==> src/rtl/lsu_dmem_if.sv <==
// Load/store unit: one req/gnt/rvalid data-memory transaction at a time, lane-aligned and extended loads.
// Store resp 2 cycles after accept, load resp 1 cycle after rvalid; busy_o stalls core; LSU_MISALIGN_TRAP_EN traps misaligned.
module lsu_dmem_if #(
   parameter int unsigned TIMEOUT = 16
) (
   input  logic        clk_i,
   input  logic        rst_i,
   input  logic        req_valid_i,
   input  logic        req_we_i,
   input  logic [1:0]  req_size_i,
   input  logic        req_unsigned_i,
   input  logic [31:0] addr_i,
   input  logic [31:0] wdata_i,
   output logic        req_ready_o,
   output logic        busy_o,
   output logic        resp_valid_o,
   output logic [31:0] rdata_o,
   output logic        err_o,
   output logic        misalign_o,
   output logic        mem_req_o,
   output logic        mem_we_o,
   output logic [3:0]  mem_be_o,
   output logic [31:0] mem_addr_o,
   output logic [31:0] mem_wdata_o,
   input  logic        mem_gnt_i,
   input  logic        mem_rvalid_i,
   input  logic [31:0] mem_rdata_i
);

   typedef enum logic [1:0] {S_IDLE, S_REQ, S_WAIT, S_DONE} state_t;

   localparam int CW = (TIMEOUT > 0) ? $clog2(TIMEOUT + 1) : 1;
   localparam logic [CW-1:0] TO_LAST = CW'((TIMEOUT > 0) ? TIMEOUT - 1 : 0);

   state_t        state_q, state_d;
   logic [29:0]   addr_q, addr_d;
   logic          we_q, we_d;
   logic [1:0]    size_q, size_d;
   logic          uns_q, uns_d;
   logic [1:0]    off_q, off_d;
   logic [3:0]    be_q, be_d;
   logic [31:0]   wdata_q, wdata_d;
   logic [31:0]   rdata_q, rdata_d;
   logic          err_q, err_d;
   logic [CW-1:0] cnt_q, cnt_d;
`ifdef LSU_MISALIGN_TRAP_EN
   logic          mis_q, mis_d;
   logic          misaligned;
`endif

   logic [1:0]  req_off;
   logic [3:0]  req_be;
   logic [31:0] req_wdata;
   logic [31:0] ld_shift;
   logic [31:0] ld_ext;
   logic        timeout_hit;

   // Lane offset, enables and replicated data for the incoming request; misaligned low bits are masked
   always_comb begin
      req_off   = 2'b00;
      req_be    = 4'b1111;
      req_wdata = wdata_i;
      case (req_size_i)
         2'b00: begin
            req_off   = addr_i[1:0];
            req_be    = 4'b0001 << addr_i[1:0];
            req_wdata = {4{wdata_i[7:0]}};
         end
         2'b01: begin
            req_off   = {addr_i[1], 1'b0};
            req_be    = 4'b0011 << {addr_i[1], 1'b0};
            req_wdata = {2{wdata_i[15:0]}};
         end
         default: ;
      endcase
   end

`ifdef LSU_MISALIGN_TRAP_EN
   assign misaligned = ((req_size_i == 2'b01) && addr_i[0]) ||
                       (req_size_i[1] && (addr_i[1:0] != 2'b00));
`endif

   assign ld_shift = mem_rdata_i >> {off_q, 3'b000};

   always_comb begin
      ld_ext = ld_shift;
      case (size_q)
         2'b00:   ld_ext = uns_q ? {24'h0, ld_shift[7:0]}  : {{24{ld_shift[7]}}, ld_shift[7:0]};
         2'b01:   ld_ext = uns_q ? {16'h0, ld_shift[15:0]} : {{16{ld_shift[15]}}, ld_shift[15:0]};
         default: ;
      endcase
   end

   assign timeout_hit = (TIMEOUT != 0) && (cnt_q >= TO_LAST);

   always_comb begin
      state_d = state_q;
      addr_d  = addr_q;
      we_d    = we_q;
      size_d  = size_q;
      uns_d   = uns_q;
      off_d   = off_q;
      be_d    = be_q;
      wdata_d = wdata_q;
      rdata_d = rdata_q;
      err_d   = err_q;
      cnt_d   = cnt_q;
`ifdef LSU_MISALIGN_TRAP_EN
      mis_d   = mis_q;
`endif
      case (state_q)
         S_IDLE: begin
            if (req_valid_i) begin
               addr_d  = addr_i[31:2];
               we_d    = req_we_i;
               size_d  = req_size_i;
               uns_d   = req_unsigned_i;
               off_d   = req_off;
               be_d    = req_be;
               wdata_d = req_wdata;
               rdata_d = 32'h0;
               err_d   = 1'b0;
               cnt_d   = '0;
               state_d = S_REQ;
`ifdef LSU_MISALIGN_TRAP_EN
               mis_d   = misaligned;
               if (misaligned) begin
                  err_d   = 1'b1;
                  state_d = S_DONE;
               end
`endif
            end
         end
         S_REQ: begin
            cnt_d = cnt_q + 1'b1;
            // Grant takes priority over a simultaneous timeout
            if (mem_gnt_i) begin
               state_d = we_q ? S_DONE : S_WAIT;
            end else if (timeout_hit) begin
               err_d   = 1'b1;
               state_d = S_DONE;
            end
         end
         S_WAIT: begin
            cnt_d = cnt_q + 1'b1;
            if (mem_rvalid_i) begin
               rdata_d = ld_ext;
               state_d = S_DONE;
            end else if (timeout_hit) begin
               err_d   = 1'b1;
               state_d = S_DONE;
            end
         end
         default: state_d = S_IDLE;
      endcase
   end

   always_ff @(posedge clk_i or posedge rst_i) begin
      if (rst_i) begin
         state_q <= S_IDLE;
         addr_q  <= '0;
         we_q    <= 1'b0;
         size_q  <= 2'b00;
         uns_q   <= 1'b0;
         off_q   <= 2'b00;
         be_q    <= 4'h0;
         wdata_q <= 32'h0;
         rdata_q <= 32'h0;
         err_q   <= 1'b0;
         cnt_q   <= '0;
`ifdef LSU_MISALIGN_TRAP_EN
         mis_q   <= 1'b0;
`endif
      end else begin
         state_q <= state_d;
         addr_q  <= addr_d;
         we_q    <= we_d;
         size_q  <= size_d;
         uns_q   <= uns_d;
         off_q   <= off_d;
         be_q    <= be_d;
         wdata_q <= wdata_d;
         rdata_q <= rdata_d;
         err_q   <= err_d;
         cnt_q   <= cnt_d;
`ifdef LSU_MISALIGN_TRAP_EN
         mis_q   <= mis_d;
`endif
      end
   end

   // Memory-side outputs are zero outside REQ so reset and idle look identical
   assign req_ready_o  = (state_q == S_IDLE);
   assign busy_o       = (state_q == S_REQ) || (state_q == S_WAIT);
   assign resp_valid_o = (state_q == S_DONE);
   assign rdata_o      = (state_q == S_DONE) ? rdata_q : 32'h0;
   assign err_o        = (state_q == S_DONE) && err_q;
`ifdef LSU_MISALIGN_TRAP_EN
   assign misalign_o   = (state_q == S_DONE) && mis_q;
`else
   assign misalign_o   = 1'b0;
`endif
   assign mem_req_o    = (state_q == S_REQ);
   assign mem_we_o     = mem_req_o && we_q;
   assign mem_be_o     = mem_req_o ? be_q : 4'h0;
   assign mem_addr_o   = mem_req_o ? {addr_q, 2'b00} : 32'h0;
   assign mem_wdata_o  = mem_req_o ? wdata_q : 32'h0;

endmodule

==> config.mk <==
export PLATFORM = sky130hd
export DESIGN_NAME = lsu_dmem_if
export DESIGN_NICKNAME = d
export VERILOG_FILES = /design/src/rtl/lsu_dmem_if.sv
export SDC_FILE = /design/constraint.sdc
export NUM_CORES = 1
export LEC_CHECK = 0
export ABC_AREA = 1
export CAP_MARGIN = 20
export CORE_AREA = 10 10 134 136
export DETAILED_ROUTE_END_ITERATION = 8
export DIE_AREA = 0 0 144 146
export PLACE_DENSITY = 0.86
export SYNTH_ARGS = -nofsm -noshare
export SYNTH_HDL_FRONTEND = slang
export SYNTH_SLANG_ARGS = --single-unit
export TNS_END_PERCENT = 30
==> constraint.sdc <==
create_clock -name clk_i -period 3.8 [get_ports clk_i]
set_input_delay 0.76 -clock clk_i [delete_from_list [all_inputs] [get_ports clk_i]]
set_output_delay 0.76 -clock clk_i [all_outputs]
set_load 0.01 [all_outputs]
Word-level counts from Yosys, hierarchy flattened
Cells that the tools add are included.
{ "classes": {"addsub": 1, "order_cmp": 1, "n_eq_ne": 9, "shifts": 3, "n_mux": 26, "reduce_logical": 14} }
{ "ops": {"columns": ["operator", "count"], "rows": [
  ["$mux 32", 7],
  ["$pmux 32 s2", 3],
  ["$shr 32x5->32", 1],
  ["$pmux 5 s2", 1],
  ["$mux 2", 4],
  ["$ne 2x2->1 const B", 4],
  ["$pmux 4 s2", 1],
  ["$eq 2x1->1 const B", 3],
  ["$logic_not 2->1", 3],
  ["$pmux 2 s3", 1],
  ["$add 5x1->5 const B", 1],
  ["$ge 5x4->1 const B", 1],
  ["$mux 1", 5],
  ["$mux 5", 1],
  ["$eq 2x2->1 const B", 2],
  ["$mux 4", 1],
  ["$pmux 2 s2", 1],
  ["$reduce_and 2->1", 2],
  ["$reduce_and 4->1", 1],
  ["$reduce_bool 2->1", 2],
  ["$shl 1x2->4 const A", 1],
  ["$shl 2x2->4 const A", 1],
  ["$pmux 1 s3", 1],
  ["$reduce_and 3->1", 1],
  ["4 further kinds", 5]
]} }
{ "totals": {"reg_bits": 112, "input_bits": 105, "output_inout_bits": 107, "word_cells": 65} }

Depth between registers and ports, before layout
Gate-level depths: netlist (run 1).
{ "depth": {"ltp_word": 5, "ltp_mapped": 10} }

Least setup slack after synthesis (run 1)
Ideal clock, no wire load.
{ "synth_path": {"path_type": "flip-flop to output port", "from": "register state_q[1]", "to": "output port mem_wdata_o[10]", "arrival_ns": 1.436, "required_ns": 3.040, "path_slack_ns": 1.604, "stages_incl_launch_ff": 8, "path_buffers": 3, "cell_sequence": "dfrtp_1 > inv_1 > ha_1 > clkbuf_1 > buf_2 > buf_2 > nand2_1 > inv_1"} }
{ "synth_via": {"elab_chain_len": 2} }
{ "synth_lines": {"columns": ["element", "line", "rtl"], "rows": [
  ["start, declared", "35", "state_t state_q, state_d;"],
  ["start signal, assigned", "175", "state_q <= state_d;"],
  ["$eq 2x1->1", "203", "assign mem_req_o = (state_q == S_REQ);"],
  ["via mem_req_o", "20", "output logic mem_req_o,"],
  ["$mux 32", "207", "assign mem_wdata_o = mem_req_o ? wdata_q : 32'h0;"],
  ["end, declared", "24", "output logic [31:0] mem_wdata_o,"]
]} }
The timed path passes the listed nets, and every way through them passes these cells.

Final worst setup path (run 1)
{ "layout_path": {"from": "register state_q[1]", "to": "output port mem_be_o[1]"} }
{ "layout_via": {"elab_chain_len": 2} }
{ "layout_lines": {"columns": ["element", "line", "rtl"], "rows": [
  ["$eq 2x1->1", "203", null],
  ["$mux 4", "205", "assign mem_be_o = mem_req_o ? be_q : 4'h0;"],
  ["end, declared", "22", "output logic [3:0] mem_be_o,"]
]} }
No other way between the ends.

==> results of run 1 <==
[stage by stage]
| step | power (mW) | hold WS [ps] |
|---|---|---|
| after CTS | 6.15 | 486 |
| final | 6.09 | 478 |
| after global placement | 5.09 | 459 |
| after detailed placement | 5.17 | 466 |
| after floorplan | 3.94 | 442 |
| after global routing | 6.63 | 504 |
[critical path, delay by kind of cell (launching register included)]
family	cells	cell delay, ps
flip-flops	1	430
AND/OR/NAND/NOR	1	110
buffers and inverters	4	1090
adder cells (fa/ha/maj)	1	470
[registers in the layout, indices dropped and copies added, names as in the netlist]
| register | flops |
|---|---|
| be_q | 4 |
| addr_q | 30 |
| uns_q | 1 |
| wdata_q | 32 |
| off_q | 2 |
| rdata_q | 32 |
| state_q | 2 |
| size_q | 2 |
| we_q | 1 |
| err_q | 1 |
| cnt_q | 5 |
[kinds of logic after synthesis]
kind of cell / count (synthesis)
DFF: 112
adders and majority gates: 7
other: 1
buffers and inverters: 184
muxes: 1
and+or+nand+nor: 501
AOI/OAI and AO/OA: 114
[synthesized netlist by cell type (4+ instances only)]
| cell type | n |
|---|---|
| a31oi_1 | 8 |
| inv_1 | 124 |
| ha_1 | 7 |
| buf_2 | 21 |
| inv_2 | 4 |
| buf_6 | 7 |
| buf_4 | 5 |
| nand2_1 | 427 |
| nor2_1 | 39 |
| o21ai_0 | 44 |
| dfrtp_1 | 112 |
| nand3_1 | 23 |
| clkbuf_1 | 19 |
| a21oi_1 | 55 |
[area by class of cell]
type	instances	area, µm²
clock inverter	3	42.5
multi-input combinational	626	2690
tap	192	240
fill	1408	6780
clock buffer	12	246
inverter	132	503
timing repair buffer	219	2180
sequential	112	2800
[worst max path at each step]
stage / end / slack [ps] / startpoint
final: mem_be_o[1] / 560 / state_q[1]$_DFFE_PP0N_
after global routing: mem_addr_o[30] / 350 / state_q[1]$_DFFE_PP0N_
after CTS: mem_be_o[1] / 540 / state_q[1]$_DFFE_PP0N_
after detailed placement: mem_be_o[2] / 930 / state_q[1]$_DFFE_PP0N_
after global placement: mem_addr_o[30] / 990 / state_q[1]$_DFFE_PP0N_
after floorplan: addr_q[0]$_DFFE_PP0P_ / 80 / rst_i
[power by group]
group	total, mW	internal (mW)	switching [mW]
Clock	0.956	0.526	0.430
Sequential	2.16	1.74	0.425
Combinational	2.98	1.30	1.68
[cell usage in the layout, fill, tap and decap left out]
cell type / n
nand3_2: 2
conb_1: 3
buf_4: 10
nand2_2: 3
dfrtp_1: 112
nor3_1: 1
clkbuf_16: 9
a41oi_1: 3
ha_1: 6
mux2i_1: 1
inv_4: 3
nor2_2: 1
nand3_1: 23
a31oi_1: 8
nor2_4: 2
buf_12: 1
clkinv_2: 1
clkbuf_8: 1
a21oi_2: 1
clkinvlp_4: 1
o21ai_0: 44
o21ai_1: 2
clkinv_1: 2
a21oi_1: 55
clkbuf_1: 2
nand2_1: 427
o22ai_1: 1
ha_2: 1
nor2_1: 39
inv_2: 4
bufinv_16: 1
inv_1: 123
clkdlybuf4s50_1: 208
nand3_4: 2
nand4_1: 1
[metal layers]
layer  vias to the layer above  wire length [µm]  GRT usage [%]  share of wire [%]
li1                       3117                 -              -                  -
met3                        38              1970           6.27                 10
met2                       266              8910           28.8                 46
met5                         -                 0              0                  0
met1                      2849              8030           22.4                 41
met4                         0               578           7.97                3.0
==> impl_metrics.toml, run 1 <==
[pwr]
power_density_nw_per_um2 = 700
ir_worst_vdd_mv = 0.319
leakagePower_nw = 4.81

[worst_setup_path]
start_kind = "register"
rr_endpoint = "rdata_q[30]$_DFFE_PP0P_"
worstSetupPathType = "reg2out"
cp_cell_sequence = "inv_1, ha_2, buf_4, nand2_1, inv_1, clkdlybuf4s50_1"
reg2reg_from = "off_q[0]$_DFFE_PP0P_"
cp_slowest_cell = "clkdlybuf4s50_1"
worstSetupEndpointType = "primary output"
cpMostUsedCell = "inv_1"
crit_arrival_ps = 2480
reg2reg_slack_ps = 1620
path_max_fanout = 34
worstPathRequired_ps = 3040
reg2regPathDepth = 7
critPathMaxStageDelay_ps = 530

[global_route]
grt_pass1_vias = 6238
antenna_found_initial = 1
grt-ovfl-total = 0
grt.total_usage_pct = 18.4
grt_max_degree = 67
grt_first_pass_wirelength_um = 31600

[floorplan]
fp.dieArea_um2 = 21000
design.core.area_um2 = 15500
rows = 46
die_w_um = 144
die_y_um = 146
pin_count = 212
initial_core_util_pct = 40.5

[drt]
drt_pass1_iterations = 5
drt_iter0_drc = 435
viasPerCell = 4.84
drc = 0
wl_per_cell_um = 15.0
totalWireLength_um = 19500
vias = 6270
ant_nets = 0

[yosys]
ys_ff_latch = 112
synth_area_per_cell_um2 = 6.82
synth_top_family_by_area = "simple AND/OR/NAND/NOR gates"
synth_area_leader_cell = "dfrtp_1"
synth_fa_ha_area_share_pct = 1.40
ys_top_cells_by_area = "dfrtp_1, nand2_1, inv_1"
ys_async_sr_fraction_pct = 100
ys_types = 29
synth_area_um2 = 6270
yosys_warnings = 0
synth_mux_area_share_pct = 0.160
synth_top_flop_cell = "dfrtp_1"
syn_inst = 920
synth_xor_area_share_pct = 0
synth_edf_count = 0
seq_area_frac_synth_pct = 44.7
synthSimpleGateAreaFrac_pct = 31.5
synth_compound_area_share_pct = 9.52
synth_top_cell_area_share_pct = 44.7

[cts]
cts_tree = "yes"
cts_setup_buffers = 0
clk_latency_ps = 350
clock_path_buffers = 2
cts_made_buffers = 9
root_buffer = "clkbuf_16"
cts_resized = 0
clk_pin_slew_ps = 70
h-tree-depth = 3
ctsHoldBuffers = 0
clock_sink_count = 112

[hold_path]
hold_path_startpoint = "rdata_q[27]$_DFFE_PP0P_"
hold_end = "rdata_q[27]$_DFFE_PP0P_"
min_path_type = "reg2reg"
holdPathStages = 2

[sta]
fin_crit_sh_pct = 85.2
finalWorstSetupSlack_ps = 562
tightest_slew_ps = 822
rsz0062_at_grt = "false"
slew_headroom_pct = 45.2
finalHoldViolCount = 0
maxSlewViolCount = 0
tns_ps = 0
finalSetupViolCount = 0
finalCriticalPeriod_ps = 3240
max_freq_mhz = 309
clock-skew-final_ps = 5.53

[placed_design]
dp_hpwl_um = 14500
dpl_cell_area_um2 = 8410
dpl.cell_count = 1281
place_ws_ps = 927
gp_congestion = 0.859
io_buffer_count = 208

[cells_and_area]
syn_to_final_growth_pct = 38.7
fin_nets = 1212
utilization_pct = 56.2
finalInstanceArea_um2 = 8700
antenna_cells = 0
instances_no_fill = 1296
drive_gt1_share_pct = 3.89

[job]
cap_violations = 0

[status]
status = "finished, final reports clean"
Note: power is estimated with default switching activity, not from simulation.
==> run 2, diff against run 1 <==
Settings changed: HOLD_SLACK_MARGIN set to 0.02.
==> results of run 2 <==
The final DEF is identical to that of run 1; final timing and power are the same.
==> run 3, diff against run 2 <==
Settings changed: HOLD_SLACK_MARGIN 0.02 to not set.
==> results of run 3 <==
The final DEF is identical to that of run 1; final timing and power are the same.
